`config.mk`:
```
export PLATFORM = sky130hd
export DESIGN_NAME = wtile_stream_writer
export DESIGN_NICKNAME = d
export VERILOG_FILES = /design/src/rtl/wtile_stream_writer.sv
export SDC_FILE = /design/constraint.sdc
export NUM_CORES = 1
export LEC_CHECK = 0
export CAP_MARGIN = 20
export CORE_MARGIN = 5
export CORE_UTILIZATION = 47
export DETAILED_ROUTE_END_ITERATION = 12
export PLACE_DENSITY = 0.91
export REMOVE_ABC_BUFFERS = 1
export SLEW_MARGIN = 30
export SYNTH_ARGS = -nofsm -noshare
export SYNTH_HDL_FRONTEND = slang
export SYNTH_SLANG_ARGS = --single-unit
```
`constraint.sdc`:
```
create_clock -name clk -period 3.7 [get_ports clk]
set_input_delay 0.925 -clock clk [delete_from_list [all_inputs] [get_ports clk]]
set_output_delay 0.925 -clock clk [all_outputs]
set_load 0.01 [all_outputs]
```
`src/rtl/wtile_stream_writer.sv`:
```
`default_nettype none
// ============================================================================
//  Module      : wtile_stream_writer
//  Description : Streams a weight tile into the weight-SRAM CPU write port.
//                Beat n of a transfer is written to row n mod M, column
//                n div M (k-outer, row-inner), one cycle after acceptance.
//  Revision    : 1.0  initial release
// ----------------------------------------------------------------------------
//  Ports
//    clk, rst_n                 rising-edge clock, async active-low reset
//    cfg_start, cfg_k_len       one-cycle start request, column count
//    s_valid/s_data/s_mask/
//    s_last, s_ready            input weight stream with handshake
//    cpu_w_we/row/k/wdata/wmask weight-SRAM write port (registered)
//    col_done, col_k            pulse when column k's last row is written
//    busy, done, err            status: in transfer, completion, error pulses
// ============================================================================
module wtile_stream_writer #(
    parameter int M      = 8,
    parameter int KMAX   = 1024,
    parameter int DATA_W = 32,
    parameter int BYTE_W = DATA_W / 8,
    parameter int ROW_W  = (M <= 1) ? 1 : $clog2(M),
    parameter int K_W    = (KMAX <= 1) ? 1 : $clog2(KMAX)
) (
    input  logic              clk,
    input  logic              rst_n,
    input  logic              cfg_start,
    input  logic [K_W:0]      cfg_k_len,
    input  logic              s_valid,
    input  logic [DATA_W-1:0] s_data,
    input  logic [BYTE_W-1:0] s_mask,
    input  logic              s_last,
    output logic              s_ready,
    output logic              cpu_w_we,
    output logic [ROW_W-1:0]  cpu_w_row,
    output logic [K_W-1:0]    cpu_w_k,
    output logic [DATA_W-1:0] cpu_w_wdata,
    output logic [BYTE_W-1:0] cpu_w_wmask,
    output logic              col_done,
    output logic [K_W-1:0]    col_k,
    output logic              busy,
    output logic              done,
    output logic              err
);

    localparam logic [ROW_W-1:0] c_ROW_LAST = ROW_W'(M - 1);
    localparam logic [K_W:0]     c_LEN_MAX  = (K_W + 1)'(KMAX);

    typedef enum logic [1:0] {
        S_IDLE  = 2'd0,
        S_RUN   = 2'd1,
        S_DRAIN = 2'd2
    } state_t;

    state_t r_state;
    state_t w_state_nxt;

    logic [ROW_W-1:0]  r_row;
    logic [K_W-1:0]    r_k;
    logic [K_W:0]      r_len;

    logic              r_we;
    logic [ROW_W-1:0]  r_wrow;
    logic [K_W-1:0]    r_wk;
    logic [DATA_W-1:0] r_wdata;
    logic [BYTE_W-1:0] r_wmask;
    logic              r_col_done;
    logic [K_W-1:0]    r_col_k;
    logic              r_done;
    logic              r_err;

    logic w_len_ok;
    logic w_acc;
    logic w_row_last;
    logic w_final;

    assign w_len_ok   = (cfg_k_len != '0) && (cfg_k_len <= c_LEN_MAX);
    assign w_acc      = s_valid && (r_state == S_RUN);
    assign w_row_last = (r_row == c_ROW_LAST);
    // Final beat: last row of the last requested column.
    assign w_final    = w_row_last && ({1'b0, r_k} == (r_len - 1'b1));

    // ------------------------------------------------------------------
    // State register
    // ------------------------------------------------------------------
    always_ff @(posedge clk or negedge rst_n) begin
        if (!rst_n) begin
            r_state <= S_IDLE;
        end else begin
            r_state <= w_state_nxt;
        end
    end

    // ------------------------------------------------------------------
    // Next-state logic. An early s_last also ends the transfer, so DRAIN
    // is entered on either the final beat or a premature last marker.
    // ------------------------------------------------------------------
    always_comb begin
        w_state_nxt = r_state;
        case (r_state)
            S_IDLE: begin
                if (cfg_start && w_len_ok) begin
                    w_state_nxt = S_RUN;
                end
            end
            S_RUN: begin
                if (w_acc && (w_final || s_last)) begin
                    w_state_nxt = S_DRAIN;
                end
            end
            S_DRAIN: begin
                w_state_nxt = S_IDLE;
            end
            default: begin
                w_state_nxt = S_IDLE;
            end
        endcase
    end

    // ------------------------------------------------------------------
    // Counters and registered write-port / status outputs
    // ------------------------------------------------------------------
    always_ff @(posedge clk or negedge rst_n) begin
        if (!rst_n) begin
            r_row      <= '0;
            r_k        <= '0;
            r_len      <= '0;
            r_we       <= 1'b0;
            r_wrow     <= '0;
            r_wk       <= '0;
            r_wdata    <= '0;
            r_wmask    <= '0;
            r_col_done <= 1'b0;
            r_col_k    <= '0;
            r_done     <= 1'b0;
            r_err      <= 1'b0;
        end else begin
            r_we       <= w_acc;
            r_col_done <= w_acc && w_row_last;
            r_done     <= w_acc && w_final;
            // Error on a bad length request, or when s_last disagrees with
            // the beat's position (early marker or missing marker).
            r_err      <= ((r_state == S_IDLE) && cfg_start && !w_len_ok) ||
                          (w_acc && (s_last != w_final));

            if ((r_state == S_IDLE) && cfg_start && w_len_ok) begin
                r_row <= '0;
                r_k   <= '0;
                r_len <= cfg_k_len;
            end

            if (w_acc) begin
                r_wrow  <= r_row;
                r_wk    <= r_k;
                r_wdata <= s_data;
                r_wmask <= s_mask;
                if (w_row_last) begin
                    r_col_k <= r_k;
                    r_row   <= '0;
                    r_k     <= r_k + K_W'(1);
                end else begin
                    r_row   <= r_row + ROW_W'(1);
                end
            end
        end
    end

    assign s_ready     = (r_state == S_RUN);
    assign busy        = (r_state != S_IDLE);
    assign cpu_w_we    = r_we;
    assign cpu_w_row   = r_wrow;
    assign cpu_w_k     = r_wk;
    assign cpu_w_wdata = r_wdata;
    assign cpu_w_wmask = r_wmask;
    assign col_done    = r_col_done;
    assign col_k       = r_col_k;
    assign done        = r_done;
    assign err         = r_err;

endmodule
`default_nettype wire
```
==> results.sh, run 1 <==
export IMPL_outcome="complete, no violations"
export IMPL_grt_max_degree=90
export IMPL_irDropWorstVdd_mv=0.4165
export IMPL_tightest_slew_ns=0.8011
export IMPL_timing_critical_path_mode_cell="ha_1"
export IMPL_hp_class="flip-flop to flip-flop"
export IMPL_synthTopCellsByCount="nand2_1, dfrtp_1, clkbuf_1, o21ai_0"
export IMPL_clock_sinks=89
export IMPL_holdBufCountCts=0
export IMPL_hold_violations=0
export IMPL_synth_area_leaders="dfrtp_1, nand2_1, o21ai_0, mux2_2, clkbuf_1"
export IMPL_drtIter0Drc=183
export IMPL_rows=33
export IMPL_cts_buffer_depth=2
export IMPL_clock_root_buffer="clkbuf_8"
export IMPL_synthCells=444
export IMPL_post_dp_cell_area_um2=5210
export IMPL_fin_setup_tns_ns=0
export IMPL_drive_gt1_share_pct=6.306
export IMPL_clock_skew_ns=0.008229
export IMPL_crit_type="flip-flop to flip-flop"
export IMPL_wire_per_inst_um=15.20
export IMPL_dp_hpwl_um=7095
export IMPL_ys_types=47
export IMPL_grt_pass1_wl_um=16110
export IMPL_cp_start_kind="flip-flop"
export IMPL_yosysTopAreaCellShare_pct=56.01
export IMPL_ys_flop_type="dfrtp_1"
export IMPL_rsz0062_at_grt="no"
export IMPL_cts_setup_buffers=0
export IMPL_cts_tree="yes"
export IMPL_final_nets=607
export IMPL_antenna_found_initial=0
export IMPL_synth_seq_area_share_pct=56.01
export IMPL_timing_fmax_ghz=0.3451
export IMPL_synth_edf_count=0
export IMPL_ios=117
export IMPL_r2r_slack_ns=0.80
export IMPL_finalInstanceArea_um2=5416
export IMPL_cts_buffers=9
export IMPL_setup_viol=0
export IMPL_fin_crit_ns=2.898
export IMPL_grt_usage_pct=19.38
export IMPL_path_max_fanout=9
export IMPL_area_growth_pct=36.22
export IMPL_cp_num_buf_inv=1
export IMPL_syn_avg_cell_area_um2=8.956
export IMPL_syn_area_um2=3976
export IMPL_slew_violations=0
export IMPL_power_density_nw_per_um2=666.4
export IMPL_arrival_ns=3.13
export IMPL_yosysMostFrequentCell="nand2_1"
export IMPL_whs_ns=0.4774
export IMPL_post_route_drc_count=0
export IMPL_die_area_um2=10400
export IMPL_die_h_um=102.0
export IMPL_fillers=627
export IMPL_grt_pass1_vias=3439
export IMPL_viasPerCell=5.224
export IMPL_diodes=0
export IMPL_port_buffer_count=116
export IMPL_globalplace_congestion=0.9647
export IMPL_min_period_over_period_pct=78.32
export IMPL_crit_path_max_incr_delay_ns=0.48
export IMPL_grt_ovfl_total=0
export IMPL_num_vias=3448
export IMPL_drt_wl_total_um=10030
export IMPL_yosysWarningCount=0
export IMPL_cp_slowest_cell="dfrtp_1"
export IMPL_clk_pin_slew_ns=0.08
export IMPL_final_antenna_net_count=0
export IMPL_die_x_um=102.0
export IMPL_dr_pass1_iters=4
export IMPL_critPathRequiredTime_ns=3.93
export IMPL_async_flop_share_pct=100.0
export IMPL_max_cap_viol_count=0
export IMPL_cts_resized=0
export IMPL_critical_path_cell_chain="inv_1 -> ha_1 -> nor4b_1 -> o2111ai_1 -> nand3_1 -> nand4_1 -> or3_1 -> ha_1 -> o21ai_0 -> nand2b_1"
export IMPL_initial_utilization_pct=48.39
export IMPL_htree_levels=3
export IMPL_crit_family="simple AND/OR/NAND/NOR gates"
export IMPL_core_area_um2=8217
export IMPL_end_kind="flip-flop"
export IMPL_synth_area_leader_cell="dfrtp_1"
export IMPL_synth_seq_cells=89
export IMPL_power_leakage_nw=2.574
export IMPL_max_slew_margin_pct=46.59
export IMPL_worstSkewPairLatency_ns=0.34
-- worst paths after layout --
kind	end	from	depth (start not counted)
hold / removal	cpu_w_wdata[1]	cpu_w_wdata[1]	2
hold reg to reg	cpu_w_wdata[1]	cpu_w_wdata[1]	2
max in group asynchronous	cpu_w_k[2]	rst_n	1
min in group asynchronous	cpu_w_wdata[21]	rst_n	1
setup / recovery	r_state[0]	r_len[0]	10
setup reg to reg	r_state[0]	r_len[0]	10
-- cell families (layout without fill, tap and decap cells) --
| logic type | count (synthesis) | in the layout | synth area share (%) |
|---|---|---|---|
| AOI/OAI and AO/OA | 46 | 46 | 7.489 |
| xor gates and xnor gates | 9 | 9 | 2.329 |
| adders and majority gates | 5 | 5 | 1.573 |
| buffers and inverters | 38 | 149 | 3.776 |
| DFF | 89 | 89 | 56.01 |
| muxes | 8 | 8 | 2.234 |
| and+or+nand+nor | 249 | 249 | 26.59 |
-- worst reg2reg max path, stage by stage, from the launching register on --
cell	delay (ns)
dfrtp_1	0.48
inv_1	0.13
ha_1	0.35
nor4b_1	0.47
o2111ai_1	0.20
nand3_1	0.11
nand4_1	0.11
or3_1	0.43
ha_1	0.22
o21ai_0	0.20
nand2b_1	0.08
-- routing by layer --
| metal | part of all wire (%) | track usage, % | vias to the layer above |
|---|---|---|---|
| met4 | 1.9 | 6.357 | 0 |
| met3 | 7.7 | 4.846 | 18 |
| met1 | 41 | 23.10 | 1635 |
| li1 | - | - | 1660 |
| met5 | 0 | 0 | - |
| met2 | 50 | 34.28 | 135 |
-- registers in the layout, indices dropped and copies added, names as in the netlist --
name and flops:
done 1, cpu_w_wmask 4, cpu_w_row 3, r_state 2
col_k 10, r_len 11, cpu_w_we 1, r_k 10
cpu_w_wdata 32, err 1, r_row 3, cpu_w_k 10
col_done 1
-- placed cells by master, fill, tap and decap left out, drive strengths merged, types with 2 or more instances in the layout --
master         instances
nand2                190
clkdlybuf4s50        115
dfrtp                 89
o21ai                 16
clkbuf                12
inv                   11
nor2                  11
nand3                  9
a21oi                  9
mux2                   7
buf                    6
nor3                   5
xor2                   5
nor4                   5
ha                     5
or3                    4
nand4                  4
o21a                   4
or4                    4
xnor2                  3
nor2b                  3
nand2b                 3
a31oi                  3
and3                   3
a211oi                 3
clkinv                 3
or2                    2
a41oi                  2
-- through the flow --
step	utilization, %	total power, mW	instances	setup WS (ns)
after floorplan	-	2.194	418	-1.068
after global placement	63.36	2.860	644	0.7390
after detailed placement	63.41	2.945	644	0.5617
after CTS	65.92	3.634	660	0.8162
after global routing	65.92	3.843	660	0.6015
final	65.92	3.609	660	0.8020
-- layout make-up --
class                   instances  area (um2)  area share (%)
repair buffers                121        1200           22.15
multi-input cells             317        1607           29.66
clock buffers                  12       155.1           2.864
clock inverters                 4       51.30          0.9471
inverters                      12       45.04          0.8316
well taps                     105       131.4           2.426
flip-flops and latches         89        2227           41.12
-- where the power goes --
| group | switching (mW) | total [mW] | internal, mW |
|---|---|---|---|
| clock network | 0.332 | 0.682 | 0.350 |
| registers | 0.252 | 1.52 | 1.27 |
| logic | 0.679 | 1.41 | 0.727 |
| total | 1.26 | 3.61 | 2.35 |
Note: power is estimated with default switching activity, not from simulation.
==> run 2: changes to the inputs <==
clock period = 2.95 ns   (was 3.7 ns; I/O delays follow)
==> run 2 against run 1 <==
Effect of this change:
- maximum frequency rose by 5.8%
- worst hold slack got worse by 0.0014 ns
- cell area up 0.51%
- global-route usage is 0.14 points lower
- clock-buffer cell count shrank 2
- flip-flop and latch count did not move
- worst setup slack worse by 0.59 ns
- critical endpoint unchanged
- clock power increased by 29%
- wire length decreased by 1.7%
- combinational power rose by 25%
==> results.sh, run 2 (same netlist as run 1, synthesis figures left out) <==
export IMPL_cts_tree="yes"
export IMPL_clock_root_buffer="clkbuf_8"
export IMPL_clock_sinks=89
export IMPL_clk_pin_slew_ns=0.09
export IMPL_power_share_clock_pct=19.3
export IMPL_power_frac_comb_pct=38.7
export IMPL_fin_crit_ns=2.739
export IMPL_rows=33
export IMPL_final_nets=610
export IMPL_max_cap_viol_count=0
export IMPL_seq_power_share_pct=42.0
export IMPL_tightest_slew_ns=0.7732
export IMPL_power_total_mw=4.544
export IMPL_wire_per_inst_um=14.89
export IMPL_rsz0062_at_grt="no"
export IMPL_crit_path_max_incr_delay_ns=0.57
export IMPL_mostFrequentLayoutCells="nand2_1, clkdlybuf4s50_1, dfrtp_1, o21ai_0"
export IMPL_arrival_ns=2.97
export IMPL_irDropWorstVdd_mv=0.4068
export IMPL_viasPerCell=5.177
export IMPL_r2r_end="r_state[0]"
export IMPL_htree_levels=3
export IMPL_dp_slack_ns=0.08571
export IMPL_power_switching_share_pct=34.39
export IMPL_grt_max_degree=65
export IMPL_die_area_um2=10400
export IMPL_hp_class="input port to async pin"
export IMPL_drt_wl_total_um=9859
export IMPL_hold_violations=0
export IMPL_cts_buffer_depth=2
export IMPL_core_area_um2=8217
export IMPL_dp_hpwl_um=7056
export IMPL_end_kind="flip-flop"
export IMPL_worstReg2RegStart="r_len[2]"
export IMPL_port_buffer_count=116
export IMPL_globalplace_congestion=0.9054
export IMPL_power_density_nw_per_um2=834.6
export IMPL_cts_setup_buffers=0
export IMPL_area_growth_pct=36.91
export IMPL_grt_pass1_wl_um=16060
export IMPL_cp_slowest_cell="or4_4"
export IMPL_fillers=624
export IMPL_critPathRequiredTime_ns=3.18
export IMPL_clock_skew_ns=0.008609
export IMPL_power_leakage_nw=2.589
export IMPL_crit_type="flip-flop to flip-flop"
export IMPL_cp_num_buf_inv=0
export IMPL_final_common_cell="nand2_1"
export IMPL_critical_path_cell_chain="or4_4 -> or4_1 -> a211oi_2 -> a211oi_1 -> or3_1 -> ha_1 -> o21ai_0 -> nand2b_1"
export IMPL_outcome="complete, no violations"
export IMPL_initial_utilization_pct=48.39
export IMPL_timing_fmax_ghz=0.3651
export IMPL_num_vias=3427
export IMPL_grt_ovfl_total=0
export IMPL_die_x_um=102.0
export IMPL_grt_usage_pct=19.24
export IMPL_worstSkewPairLatency_ns=0.34
export IMPL_setup_worst_path_start="r_len[2]"
export IMPL_cts_resized=0
export IMPL_drive_gt1_share_pct=6.822
export IMPL_diodes=0
export IMPL_drtIter0Drc=182
export IMPL_setup_viol=0
export IMPL_worstSetupPathDepth=8
export IMPL_grt_pass1_vias=3384
export IMPL_slew_violations=0
export IMPL_die_h_um=102.0
export IMPL_power_switching_mw=1.562
export IMPL_cp_start_kind="flip-flop"
export IMPL_internal_power_mw=2.981
export IMPL_antenna_found_initial=0
export IMPL_final_antenna_net_count=0
export IMPL_holdBufCountCts=0
export IMPL_worst_r2r_path_depth=8
export IMPL_largest_register_ffs=32
export IMPL_post_route_drc_count=0
export IMPL_min_period_over_period_pct=92.84
export IMPL_max_slew_margin_pct=48.45
export IMPL_ios=117
export IMPL_setup_ws_ns=0.2112
export IMPL_crit_family="simple AND/OR/NAND/NOR gates"
export IMPL_dr_pass1_iters=4
export IMPL_path_max_fanout=10
export IMPL_cts_buffers=9
export IMPL_r2r_slack_ns=0.21
-- run 2: cell types whose count changed in the layout (fill, tap and decap cells not counted), sizes merged --
cell    previous run  this run
bufinv             1         2
buf                6         9
clkbuf            12        10
-- run 2: how the worst max path moves through the flow --
| stage | end | slack, ns |
|---|---|---|
| after floorplan | r_k[9] | -1.63 |
| after global placement | r_k[9] | 0.18 |
| after detailed placement | r_k[8] | 0.09 |
| after CTS | r_state[0] | 0.21 |
| after global routing | r_state[0] | 0.04 |
| final | r_state[0] | 0.21 |
-- run 2: area by class of cell --
type	count	area (um2)	share of cell area [%]
sequential	89	2227	40.91
multi-input combinational	317	1613	29.63
timing repair buffer	124	1219	22.39
tap	105	131.4	2.413
clock buffer	10	127.6	2.344
clock inverter	5	81.33	1.494
inverter	12	45.04	0.8274
-- run 2: power by group through the flow --
| stage | Clock, mW | Sequential [mW] | Combinational [mW] |
|---|---|---|---|
| 5_1_grt | 0.960 | 1.96 | 1.95 |
| 4_1_cts | 0.906 | 1.90 | 1.78 |
| 2_1_floorplan | 0 | 1.99 | 0.762 |
| 3_3_place_gp | 0 | 1.89 | 1.70 |
| 6_report | 0.878 | 1.91 | 1.76 |
| 3_5_place_dp | 0 | 1.92 | 1.77 |
-- run 2: metal layers --
layer | global-route usage (%) | vias to the layer above | wire length (um) | part of all wire (%)
li1 | - | 1667 | - | -
met1 | 24.69 | 1621 | 4194 | 43
met2 | 32.63 | 121 | 4849 | 49
met3 | 4.710 | 18 | 671 | 6.8
met4 | 5.348 | 0 | 143 | 1.5
met5 | 0 | - | 0 | 0
-- run 2: stage by stage --
step	util (%)	cells	hold WS (ns)	TNS [ns]	cell area, um2
CTS	66.18	662	0.4826	0	5438
finish	66.26	662	0.4760	0	5444
floorplan	-	418	0.4419	-44.23	3871
detailed placement	63.64	647	0.4626	0	5229
global route	66.26	662	0.4982	0	5444
global placement	63.64	647	0.4577	0	5229
